## config.mk

```make
export PLATFORM = sky130hd
export DESIGN_NAME = tick_period_meter
export DESIGN_NICKNAME = d
export VERILOG_FILES = /design/src/rtl/tick_meter_pkg.sv /design/src/rtl/sync_edge_detect.sv /design/src/rtl/tick_period_meter.sv
export SDC_FILE = /design/constraint.sdc
export NUM_CORES = 1
export LEC_CHECK = 0
export BUFFER_PORTS_ARGS = -buffer_cell sky130_fd_sc_hd__buf_2
export CAP_MARGIN = 30
export CORE_MARGIN = 3
export CORE_UTILIZATION = 50
export CTS_CLUSTER_DIAMETER = 150
export DETAILED_ROUTE_END_ITERATION = 6
export GPL_TIMING_DRIVEN = 0
export PLACE_DENSITY = 0.7
export SETUP_SLACK_MARGIN = 0.4
export SLEW_MARGIN = 0
export SYNTH_ARGS = -nofsm -noshare
export SYNTH_HDL_FRONTEND = slang
export SYNTH_HIERARCHICAL = 1
export SYNTH_SLANG_ARGS = --single-unit
export TNS_END_PERCENT = 5
```

## constraint.sdc

```tcl
create_clock -name clk -period 5.9 [get_ports clk]
set_input_delay 0.295 -clock clk [delete_from_list [all_inputs] [get_ports clk]]
set_output_delay 0.295 -clock clk [all_outputs]
set_load 0.02 [all_outputs]
```

## src/rtl/tick_meter_pkg.sv

```systemverilog
// Shared types and constants for the strobe period meter and its helpers.
package tick_meter_pkg;

  typedef enum logic [1:0] {
    ST_IDLE    = 2'd0,
    ST_ARMED   = 2'd1,
    ST_MEASURE = 2'd2
  } meter_state_e;

  // Averaging window is 2**AVG_SHIFT periods.
  localparam int AVG_SHIFT = 2;

endpackage

```

## src/rtl/sync_edge_detect.sv

```systemverilog
// Multi-flop synchronizer followed by a one-cycle rising-edge pulse generator.
module sync_edge_detect #(
  parameter int SYNC_STAGES = 2
) (
  input  logic clk,
  input  logic rst,
  input  logic strobe_i,
  output logic edge_o
);

  logic [SYNC_STAGES-1:0] sync_q;
  logic [SYNC_STAGES-1:0] vld_q;
  logic                   prev_q;
  logic                   prev_vld_q;

  // NOTE: state flops use non-blocking assignments so every stage samples the
  // value its neighbour held before this edge, giving a true shift chain.
  always_ff @(posedge clk or posedge rst) begin
    if (rst) begin
      sync_q     <= '0;
      vld_q      <= '0;
      prev_q     <= 1'b0;
      prev_vld_q <= 1'b0;
    end else begin
      sync_q     <= {sync_q[SYNC_STAGES-2:0], strobe_i};
      vld_q      <= {vld_q[SYNC_STAGES-2:0], 1'b1};
      prev_q     <= sync_q[SYNC_STAGES-1];
      prev_vld_q <= vld_q[SYNC_STAGES-1];
    end
  end

  // The reset zeros in the chain are not real samples; a strobe held high
  // across reset release must not look like a rising edge.
  assign edge_o = prev_vld_q & sync_q[SYNC_STAGES-1] & ~prev_q;

endmodule

```

## src/rtl/tick_period_meter.sv

```systemverilog
// Measures the clk-cycle period of an asynchronous strobe; results leave over valid/ready.
// Define TICK_METER_AVG_EN to report the mean of every 4 consecutive periods instead.
module tick_period_meter
  import tick_meter_pkg::*;
#(
  parameter  int MAX_PERIOD  = 50000000,
  parameter  int SYNC_STAGES = 2,
  localparam int WIDTH       = $clog2(MAX_PERIOD + 1)
) (
  input  logic             clk,
  input  logic             rst,
  input  logic             strobe_in,
  output logic [WIDTH-1:0] meas_data,
  output logic             meas_valid,
  input  logic             meas_ready,
  output logic             overrun,
  output logic             timeout
);

  localparam logic [WIDTH-1:0] MAX_CNT = WIDTH'(MAX_PERIOD);

  logic             edge_pulse;
  meter_state_e     state_q, state_d;
  logic [WIDTH-1:0] cnt_q, cnt_d;
  logic             timeout_q, timeout_d;
  logic             per_done;
  logic             res_vld;
  logic [WIDTH-1:0] res_data;
  logic [WIDTH-1:0] meas_data_q;
  logic             meas_valid_q;
  logic             overrun_q;

  sync_edge_detect #(
    .SYNC_STAGES(SYNC_STAGES)
  ) u_sync (
    .clk     (clk),
    .rst     (rst),
    .strobe_i(strobe_in),
    .edge_o  (edge_pulse)
  );

  always_ff @(posedge clk or posedge rst) begin
    if (rst) begin
      state_q   <= ST_IDLE;
      cnt_q     <= '0;
      timeout_q <= 1'b0;
    end else begin
      state_q   <= state_d;
      cnt_q     <= cnt_d;
      timeout_q <= timeout_d;
    end
  end

  // NOTE: every output of this block gets a default before the case so no
  // path leaves a signal unassigned, which would otherwise infer a latch.
  always_comb begin
    state_d   = state_q;
    cnt_d     = cnt_q;
    timeout_d = 1'b0;
    per_done  = 1'b0;
    case (state_q)
      ST_IDLE: begin
        if (edge_pulse) begin
          state_d = ST_ARMED;
          cnt_d   = WIDTH'(1);
        end
      end
      ST_ARMED, ST_MEASURE: begin
        if (edge_pulse) begin
          per_done = 1'b1;
          cnt_d    = WIDTH'(1);
          state_d  = ST_MEASURE;
        end else if (cnt_q == MAX_CNT) begin
          timeout_d = 1'b1;
          cnt_d     = '0;
          state_d   = ST_IDLE;
        end else begin
          cnt_d = cnt_q + 1'b1;
        end
      end
      default: begin
        state_d = ST_IDLE;
        cnt_d   = '0;
      end
    endcase
  end

`ifdef TICK_METER_AVG_EN
  logic [WIDTH+1:0]     acc_q, acc_d, acc_sum;
  logic [AVG_SHIFT-1:0] nper_q, nper_d;

  always_ff @(posedge clk or posedge rst) begin
    if (rst) begin
      acc_q  <= '0;
      nper_q <= '0;
    end else begin
      acc_q  <= acc_d;
      nper_q <= nper_d;
    end
  end

  always_comb begin
    acc_sum  = acc_q + {2'b00, cnt_q};
    acc_d    = acc_q;
    nper_d   = nper_q;
    res_vld  = 1'b0;
    res_data = WIDTH'(acc_sum >> AVG_SHIFT);
    if (per_done) begin
      if (nper_q == '1) begin
        res_vld = 1'b1;
        acc_d   = '0;
        nper_d  = '0;
      end else begin
        acc_d  = acc_sum;
        nper_d = nper_q + 1'b1;
      end
    end else if (timeout_d) begin
      acc_d  = '0;
      nper_d = '0;
    end
  end
`else
  assign res_vld  = per_done;
  assign res_data = cnt_q;
`endif

  // A result landing on the acceptance cycle replaces the consumed one cleanly.
  always_ff @(posedge clk or posedge rst) begin
    if (rst) begin
      meas_data_q  <= '0;
      meas_valid_q <= 1'b0;
      overrun_q    <= 1'b0;
    end else begin
      if (res_vld) begin
        meas_data_q  <= res_data;
        meas_valid_q <= 1'b1;
        if (meas_valid_q && !meas_ready) begin
          overrun_q <= 1'b1;
        end
      end else if (meas_valid_q && meas_ready) begin
        meas_valid_q <= 1'b0;
      end
    end
  end

  assign meas_data  = meas_data_q;
  assign meas_valid = meas_valid_q;
  assign overrun    = overrun_q;
  assign timeout    = timeout_q;

endmodule

```

==> qor.txt, run 1 <==
Status: finished, final reports clean
# port buffers: 32
Grt ovf: 0
Max-slew headroom: 62.30%
Post-DP HPWL: 3603 um
Leakage: 1.572 nW
Tot Pwr: 1.075 mW
Adder-cell share of the synthesized area: 1.790%
CTS Buf Count: 9
Final-layout fill cell count: 459
WL final: 5255 um
Data required, critical path: 6.13 ns
Crit-path leading delay family: simple AND/OR/NAND/NOR gates
Chip width: 80.79 um
Sink Count: 63
Area growth syn-to-layout: 17.49%
Asr flop ratio synth: 100.0%
Deepest clock path buffer count: 2
Fin crit period: 2.155 ns
Final hold vios: 0
Synth Area in Compound Gates: 4.072%
Setup-failing EPs final: 0
GPL Wtd Cong: 0.8124
Clk Latency, worst-skew pair: 0.34 ns
Die area: 6526 sq um
Cell chain of the critical path: inv_1, ha_1, nor2b_2, or3b_1, buf_2, nor4b_1, xnor2_1, nor2_1
Wire length per cell: 14.36 um
Synth cell types: 35
Simple-gate portion of the synthesized area: 18.21%
Final Skew: 0.006866 ns
1st-iter DRT viols: 113
Ant diodes: 0
Synth Instances: 247
Starting Density: 53.06%
Largest net degree at the start of global routing: 39
Clk slew on worst S/H paths: 0.07 ns
First-pass GRT wire length: 9252 um
Placed Cells incl. Taps: 350
CP Class: flop to flop
Syn Area/Cell: 11.32 sq um
Commonest non-fill, non-tap cells in the layout: dfrtp_1, buf_2, nor2_1
Final Net Count: 300
CP Depth: 8
Max Cap Violations: 0
Finished Layout Cells: 366
CTS tree: built
Post-synthesis xor/xnor area fraction: 6.890%
DRC: 0
Critical path arrival: 2.39 ns
Sequential fraction of the synthesis area: 56.38%
Crit-path slowest cell: nor4b_1
Final ANT Viol Nets: 0
Die Height: 80.79 um
Worst path max stage delay: 0.43 ns
DRT Pass-1 Iters: 4
I/O Pins: 33
Peak VDD IR: 0.1811 mV
Crit start category: flop
Multiplexer area fraction after synthesis: 9.262%
Tightest Pin Transition: 0.5656 ns
Post-CTS setup buffers: 0
Highest clock rate: 464.0 MHz
Ys flop type: dfrtp_1
Antenna violations before repair: 0
Synth Cell Area: 2796 sq um
Crit end category: flop
Hold path depth: 1
Post-Route Setup TNS: 0 ns
Synth Net Count: 255
Std cell rows: 26
Flop-to-flop setup slack: 3.74 ns
Post-synth EDFFs: 0
Critical path fanouts, max: 8
Cell Pwr Density: 327.3 nW/um^2
Hold crit path type: primary input to flop
GRT Total Usage: 18.95%
Ys Warns: 6
Slew Limit Fails: 0
Most common cell after layout, fill and taps aside: dfrtp_1
Crit share post-route: 36.53%
Unrepaired setup endpoints after global routing: no
Share of cells above drive strength 1: 27.36%
Vias in the first global route: 1,967
WP buf/inv: 2
Via density: 5.402
Hold Buf Count CTS: 1
Synth Register Bits: 63
Main combinational cell family by area after synthesis: simple AND/OR/NAND/NOR gates
Htree depth: 3
CTS Root Cell: clkbuf_8
Via Count: 1,977
Post_cts resized: 0
Core box area: 5270 sq um
R2r worst-path depth: 8
sequential cells by signal, summed over array words and instances (netlist names):
register and cells:
u_sync/vld_q 2, state_q 2, meas_valid 1, u_sync/prev_vld_q 1
meas_data 26, u_sync/prev_q 1, overrun 1, timeout 1
u_sync/sync_q 2, cnt_q 26
layout make-up:
| class | count | area [sq um] | area share (%) |
|---|---|---|---|
| repair buffers | 34 | 190.2 | 5.788 |
| flip-flops and latches | 63 | 1577 | 47.98 |
| clock buffers | 11 | 141.4 | 4.303 |
| well taps | 70 | 87.58 | 2.666 |
| plain buffers | 11 | 61.31 | 1.866 |
| inverters | 8 | 30.03 | 0.9139 |
| clock inverters | 4 | 70.07 | 2.133 |
| multi-input cells | 165 | 1129 | 34.35 |
logic make-up after synthesis:
kind of cell / Yosys count
AND/OR/NAND/NOR: 97
flip-flops: 63
multiplexers: 23
XOR/XNOR: 22
buffers and inverters: 19
AO/OA/AOI/OAI: 18
adder cells (fa/ha/maj): 4
other: 1
through the flow:
stage / worst slack [ns] / hold slack [ns] / instance area (sq um) / util, %
after floorplan: 3.929 / 0.08596 / 2796 / -
after global placement: 3.448 / 0.2165 / 3044 / 57.76
after detailed placement: 3.774 / 0.2313 / 3064 / 58.14
after CTS: 3.758 / 0.04759 / 3286 / 62.35
after global routing: 3.577 / 0.05168 / 3286 / 62.35
final: 3.745 / 0.06038 / 3286 / 62.35
cell usage after synthesis, types with 6 or more instances:
cell type	count	area share, %
mux2_2	23	9.3
nor4_1	12	2.7
nand4_1	6	1.3
nor2_1	26	3.5
o21ai_0	6	1.1
xnor2_1	18	5.6
dfrtp_1	63	56
inv_1	8	1.1
nand3_1	7	1.3
nor3_1	6	1.1
nand2_1	20	2.7
worst paths after layout:
| path | from | end |
|---|---|---|
| max | state_q[1]$_DFFE_PP0P_ | cnt_q[23]$_DFFE_PP0P_ |
| min | strobe_in | u_sync/sync_q[0]$_DFF_PP0_ |
| max reg2reg | state_q[1]$_DFFE_PP0P_ | cnt_q[23]$_DFFE_PP0P_ |
| min reg2reg | u_sync/sync_q[0]$_DFF_PP0_ | u_sync/sync_q[1]$_DFF_PP0_ |
| max in group asynchronous | rst | meas_data[19]$_DFFE_PP0P_ |
| min in group asynchronous | rst | u_sync/vld_q[1]$_DFF_PP0_ |
layer usage:
metal | part of all wire (%) | track usage (%)
met5 | 0 | 0
met4 | 2.1 | 10.14
met1 | 47 | 26.15
met2 | 46 | 27.98
met3 | 4.7 | 4.213
power breakdown:
part	internal [mW]	switching, mW
Sequential	0.457	0.0197
Clock	0.246	0.157
Combinational	0.0727	0.124
Total	0.775	0.300
Power figures use the tool's default switching activity.
==> run 2, diff against run 1 <==
--- a/config.mk
+++ b/config.mk
@@ -5,6 +5,7 @@
 export SDC_FILE = /design/constraint.sdc
 export NUM_CORES = 1
 export LEC_CHECK = 0
+export ABC_AREA = 1
 export BUFFER_PORTS_ARGS = -buffer_cell sky130_fd_sc_hd__buf_2
 export CAP_MARGIN = 30
 export CORE_MARGIN = 3
==> constraint.sdc (replaced) <==
create_clock -name clk -period 2 [get_ports clk]
set_input_delay 0.1 -clock clk [delete_from_list [all_inputs] [get_ports clk]]
set_output_delay 0.1 -clock clk [all_outputs]
set_load 0.02 [all_outputs]
==> qor.txt, run 2 <==
Status: finished, final reports clean
Most common cell after layout, fill and taps aside: nand2_1
Unrepaired setup endpoints after global routing: yes
Synth top area cells: dfrtp_1, nand2_1, nor2_1, inv_1, o21ai_0
Data required, critical path: 2.22 ns
R2R Path Start: cnt_q[1]$_DFFE_PP0P_
Internal: 2.337 mW
Share of cells above drive strength 1: 24.59%
Max-slew headroom: 60.21%
Grt ovf: 0
Final Net Count: 437
Critical path arrival: 1.87 ns
Synth Cell Area: 2968 sq um
Reg area: 1577 sq um
Syn Area/Cell: 8.043 sq um
Vias in the first global route: 2,433
1st-iter DRT viols: 135
Crit start category: flop
Tightest Pin Transition: 0.5960 ns
Via Count: 2,549
Clk slew on worst S/H paths: 0.06 ns
First-pass GRT wire length: 11,360 um
Crit share post-route: 82.25%
Sink Count: 63
Synth top area share: 53.12%
Die Height: 83.05 um
Chip width: 83.05 um
Post-DP HPWL: 4741 um
Max Cap Violations: 0
Final-layout fill cell count: 481
Multi-input combinational cell area: 1272 sq um
Sequential fraction of the synthesis area: 53.12%
Net switching power: 1.148 mW
Seq pwr share: 40.1%
Ys flop type: dfrtp_1
Switching part of the total: 32.95%
CTS tree: built
Reg2Reg Capture Point: cnt_q[11]$_DFFE_PP0P_
Final ANT Viol Nets: 0
CTS Root Cell: clkbuf_8
Starting Density: 52.61%
Area growth syn-to-layout: 23.23%
Largest net degree at the start of global routing: 32
Highest clock rate: 607.9 MHz
Yosys top cell by area: dfrtp_1
Std cell rows: 27
CP Class: flop to flop
Post-synth top cells: nand2_1, dfrtp_1, nor2_1
Setup-failing EPs final: 0
Tot Pwr: 3.485 mW
Fin crit period: 1.645 ns
Deepest clock path buffer count: 2
Ant diodes: 0
Asr flop ratio synth: 100.0%
Peak VDD IR: 0.5050 mV
Placed Cells incl. Taps: 474
GPL Wtd Cong: 0.9216
WL met1: 3170 um
Critical path fanouts, max: 5
GRT Total Usage: 20.58%
Final hold vios: 0
Flop-to-flop setup slack: 0.35 ns
WL final: 6864 um
Antenna violations before repair: 0
# port buffers: 32
Cell Pwr Density: 952.8 nW/um^2
Slew Limit Fails: 0
Clk Latency, worst-skew pair: 0.33 ns
DRC: 0
Leakage: 1.768 nW
CTS Buf Count: 9
DR WL met2: 3110 um
Die area: 6896 sq um
Synth Net Count: 377
Synth Register Bits: 63
Synth Instances: 369
Crit end category: flop
Most frequent cell after synthesis: nand2_1
Core box area: 5642 sq um
Synth cell types: 26
Htree depth: 3
I/O Pins: 33
Post-Route Setup TNS: 0 ns
Wire length per cell: 13.65 um
Commonest non-fill, non-tap cells in the layout: nand2_1, dfrtp_1, nor2_1
Clock share of power: 25.8%
Hold crit path type: primary input to asynchronous set/reset pin
Detailed-routed wire length on met3: 378 um
R2r worst-path depth: 13
DRT Pass-1 Iters: 4
Final Skew: 0.006398 ns
Comb pwr share: 34.1%
Ys Warns: 6
Top layer used by detailed routing: met4
Finished Layout Cells: 503
Post-synth EDFFs: 0
Via density: 5.068
-- run 2: changes by cell type after synthesis, moves of 5 or more --
cell,before,now
nand2_1,20,109
nor2_1,26,57
inv_1,8,37
mux2_2,23,0
o21ai_0,6,26
xnor2_1,18,2
nor4_1,12,0
nand3_1,7,18
nor2_2,0,7
nand2b_1,5,0
-- run 2: critical path, stage by stage (launching register included) --
cell	delay [ns]
dfrtp_1	0.41
inv_2	0.09
ha_4	0.13
nand2_2	0.05
nor2_1	0.08
nand2_1	0.07
nor2_2	0.10
nand2_2	0.08
nand3_2	0.09
nand2_2	0.08
inv_4	0.08
buf_6	0.10
buf_8	0.12
nor2_2	0.04
-- run 2: logic make-up after synthesis --
| family | count (synthesis) | share of synthesized area, % |
|---|---|---|
| and+or+nand+nor | 212 | 30.19 |
| xor gates and xnor gates | 10 | 2.951 |
| buffers and inverters | 50 | 6.956 |
| other | 1 | 0.1264 |
| adders and majority gates | 4 | 1.686 |
| AOI/OAI and AO/OA | 29 | 4.974 |
| DFF | 63 | 53.12 |
-- run 2: power by group through the flow --
stage               sequential, mW  clock, mW  combinational [mW]
floorplan                     1.45          0               0.488
global placement              1.42          0               0.703
detailed placement            1.42          0               0.725
CTS                           1.40      0.919                1.08
global route                  1.41      0.970                1.28
finish                        1.40      0.899                1.19
-- run 2: timing repair --
action,4_1_cts,5_1_grt
setup buffers,8,4
cloned,1,0
hold endpoints to repair,35,0
endpoints found under the setup margin,48,53
pin swaps,6,10
hold buffers,3,0
resized for setup,19,25
-- run 2: layout make-up --
cell class,instances,area share (%)
plain buffers,10,1.882
clock buffers,11,3.866
clock inverters,2,0.2737
inverters,40,4.208
multi-input cells,256,34.79
flip-flops and latches,63,43.11
well taps,72,2.463
repair buffers,49,9.408
-- run 2: routing by layer --
metal / vias up / global-route usage [%]
li1: 1272 / -
met1: 1190 / 27.44
met2: 70 / 31.49
met3: 17 / 3.671
met4: 0 / 12.04
met5: - / 0
-- run 2: how the worst max path moves through the flow --
stage                      startpoint                   endpoint  slack (ns)  depth (start not counted)
2_1_floorplan                     rst       cnt_q[0]$_DFFE_PP0P_        0.50                          1
3_3_place_gp                      rst  meas_data[13]$_DFFE_PP0P_       -0.23                          2
3_5_place_dp     cnt_q[0]$_DFFE_PP0P_      cnt_q[22]$_DFFE_PP0P_        0.22                         12
4_1_cts        state_q[0]$_DFFE_PP0P_      cnt_q[13]$_DFFE_PP0P_        0.29                          9
5_1_grt          cnt_q[1]$_DFFE_PP0P_      cnt_q[24]$_DFFE_PP0P_        0.25                         10
6_report         cnt_q[1]$_DFFE_PP0P_      cnt_q[11]$_DFFE_PP0P_        0.35                         13
-- run 2: stage by stage --
step / instance area (sq um) / setup WS (ns) / hold WS [ns] / util [%]
2_1_floorplan: 2968 / 0.5004 / -0.1090 / -
3_3_place_gp: 3218 / -0.2330 / 0.01662 / 57.04
3_5_place_dp: 3238 / 0.2246 / 0.04369 / 57.40
4_1_cts: 3566 / 0.2917 / 0.2312 / 63.21
5_1_grt: 3657 / 0.2494 / 0.2786 / 64.83
6_report: 3657 / 0.3550 / 0.2381 / 64.83
==> run 3, diff against run 2 <==
--- a/config.mk
+++ b/config.mk
@@ -13,7 +13,7 @@
 export CTS_CLUSTER_DIAMETER = 150
 export DETAILED_ROUTE_END_ITERATION = 6
 export GPL_TIMING_DRIVEN = 0
-export PLACE_DENSITY = 0.7
+export PLACE_DENSITY = 0.72
 export SETUP_SLACK_MARGIN = 0.4
 export SLEW_MARGIN = 0
 export SYNTH_ARGS = -nofsm -noshare
==> constraint.sdc (replaced) <==
create_clock -name clk -period 1.4 [get_ports clk]
set_input_delay 0.07 -clock clk [delete_from_list [all_inputs] [get_ports clk]]
set_output_delay 0.07 -clock clk [all_outputs]
set_load 0.02 [all_outputs]
==> qor.txt, run 3 (synthesis gave the netlist of run 2 again) <==
Status: finished, violations left
Failing checks: negative setup slack
Crit-path leading delay family: simple AND/OR/NAND/NOR gates
Hold WS: 0.06538 ns
GRT Total Usage: 20.74%
Crit share post-route: 119.2%
CP dominant cell by count: nand2_2
Commonest non-fill, non-tap cells in the layout: nand2_1, dfrtp_1, nor2_1
Worst path max stage delay: 0.42 ns
CP Class: flop to flop
Cell Pwr Density: 1372 nW/um^2
Htree depth: 3
GPL Wtd Cong: 0.9167
Fin crit period: 1.669 ns
Flop-to-flop setup slack: -0.27 ns
DRT Pass-1 Iters: 5
Chip width: 83.05 um
Setup-failing EPs final: 28
Setup slack after layout: -0.2691 ns
Std cell rows: 27
Final Net Count: 438
CTS Buf Count: 9
Reg2Reg Capture Point: cnt_q[6]$_DFFE_PP0P_
Finished Layout Cells: 507
Switching part of the total: 33.86%
Crit-path slowest cell: dfrtp_1
Final-layout fill cell count: 460
CTS tree: built
Final hold vios: 0
Net switching power: 1.774 mW
Vias in the first global route: 2,415
Post-Route Setup TNS: -6.394 ns
Core box area: 5642 sq um
Starting Density: 52.61%
Highest clock rate: 599.1 MHz
# port buffers: 32
Internal: 3.466 mW
R2R Path Start: cnt_q[1]$_DFFE_PP0P_
Hold crit path type: primary input to asynchronous set/reset pin
Comb pwr share: 34.7%
Via Count: 2,639
Critical path arrival: 1.90 ns
WL final: 7323 um
Critical path fanouts, max: 5
Unrepaired setup endpoints after global routing: yes
CP Depth: 12
I/O Pins: 33
Tightest Pin Transition: 0.6245 ns
Final Skew: 0.009436 ns
Tot Pwr: 5.241 mW
Clk Latency, worst-skew pair: 0.34 ns
1st-iter DRT viols: 280
Sink Count: 63
Max-slew headroom: 58.28%
Leakage: 1.826 nW
Setup crit start: cnt_q[1]$_DFFE_PP0P_
Ant diodes: 0
Post-DP HPWL: 4786 um
Seq pwr share: 38.2%
R2r worst-path depth: 12
Crit start category: flop
Slew Limit Fails: 0
Grt ovf: 0
DRC: 0
Worst setup path end: cnt_q[6]$_DFFE_PP0P_
Largest net degree at the start of global routing: 31
Deepest clock path buffer count: 2
Clock share of power: 27.1%
Area growth syn-to-layout: 28.75%
Wire length per cell: 14.44 um
Die Height: 83.05 um
Peak VDD IR: 0.7185 mV
Antenna violations before repair: 0
Data required, critical path: 1.64 ns
Clk slew on worst S/H paths: 0.07 ns
Cell chain of the critical path: inv_2, ha_4, nand2_2, nor2_1, nand2_1, nor2_2, nand2_2, nand3_2, nand2_2, clkinv_4, clkbuf_16, nor2_1
Via density: 5.205
Most common cell after layout, fill and taps aside: nand2_1
Share of cells above drive strength 1: 27.59%
Max Cap Violations: 0
Placed Cells incl. Taps: 474
First-pass GRT wire length: 11,410 um
Crit end category: flop
Die area: 6896 sq um
WP buf/inv: 3
CTS Root Cell: clkbuf_8
Final ANT Viol Nets: 0
-- run 3: timing repair --
item / in CTS / in global routing
endpoints found under the hold margin: 36 / 6
resized for setup: 39 / 43
pin swaps: 1 / 9
setup buffers: 3 / 8
hold buffers: 3 / 1
endpoints found under the setup margin: 57 / 87
gates cloned: 0 / 2
-- run 3: layout make-up --
type                    instances  area [sq um]  share of cell area [%]
multi-input cells             256          1331                   34.84
clock inverters                 3         17.52                  0.4584
repair buffers                 50         359.1                   9.398
well taps                      72         90.09                   2.358
flip-flops and latches         63          1578                   41.29
clock buffers                  13         158.9                   4.158
plain buffers                  10         126.4                   3.307
inverters                      40         160.2                   4.191
-- run 3: power groups by stage --
stage	Sequential, mW	Clock [mW]	Combinational (mW)
6_report	2.00	1.42	1.82
3_3_place_gp	2.03	0	1.00
3_5_place_dp	2.04	0	1.04
5_1_grt	2.01	1.55	1.93
2_1_floorplan	2.07	0	0.698
4_1_cts	2.00	1.45	1.30
-- run 3: worst min-delay path by stage --
stage                     depth (start not counted)  startpoint  slack (ns)                          to
after floorplan                                   1         rst       -0.14     u_sync/prev_q$_DFF_PP0_
after global placement                            2         rst       0.007  u_sync/sync_q[0]$_DFF_PP0_
after detailed placement                          2         rst        0.03  u_sync/sync_q[0]$_DFF_PP0_
after CTS                                         3         rst        0.21  u_sync/sync_q[0]$_DFF_PP0_
after global routing                              3         rst        0.11      state_q[0]$_DFFE_PP0P_
final                                             3         rst        0.07       cnt_q[15]$_DFFE_PP0P_
-- run 3: stage by stage --
| step | utilization (%) | setup slack (ns) | cell area (sq um) |
|---|---|---|---|
| 2_1_floorplan | - | -0.05631 | 2972 |
| 3_3_place_gp | 57.11 | -0.3184 | 3222 |
| 3_5_place_dp | 57.46 | -0.3591 | 3242 |
| 4_1_cts | 63.72 | -0.2420 | 3595 |
| 5_1_grt | 67.73 | -0.3798 | 3821 |
| 6_report | 67.73 | -0.2691 | 3821 |
-- run 3: tightest hold or removal path, stage by stage --
cell	delay [ns]
dlymetal6s4s_1	0.24
buf_2	0.14
clkinvlp_4	0.42
-- run 3: metal layers --
| metal | GRT usage [%] | part of all wire [%] |
|---|---|---|
| met1 | 27.66 | 43 |
| met2 | 31.78 | 48 |
| met3 | 3.869 | 6.3 |
| met4 | 11.74 | 2.6 |
| met5 | 0 | 0 |
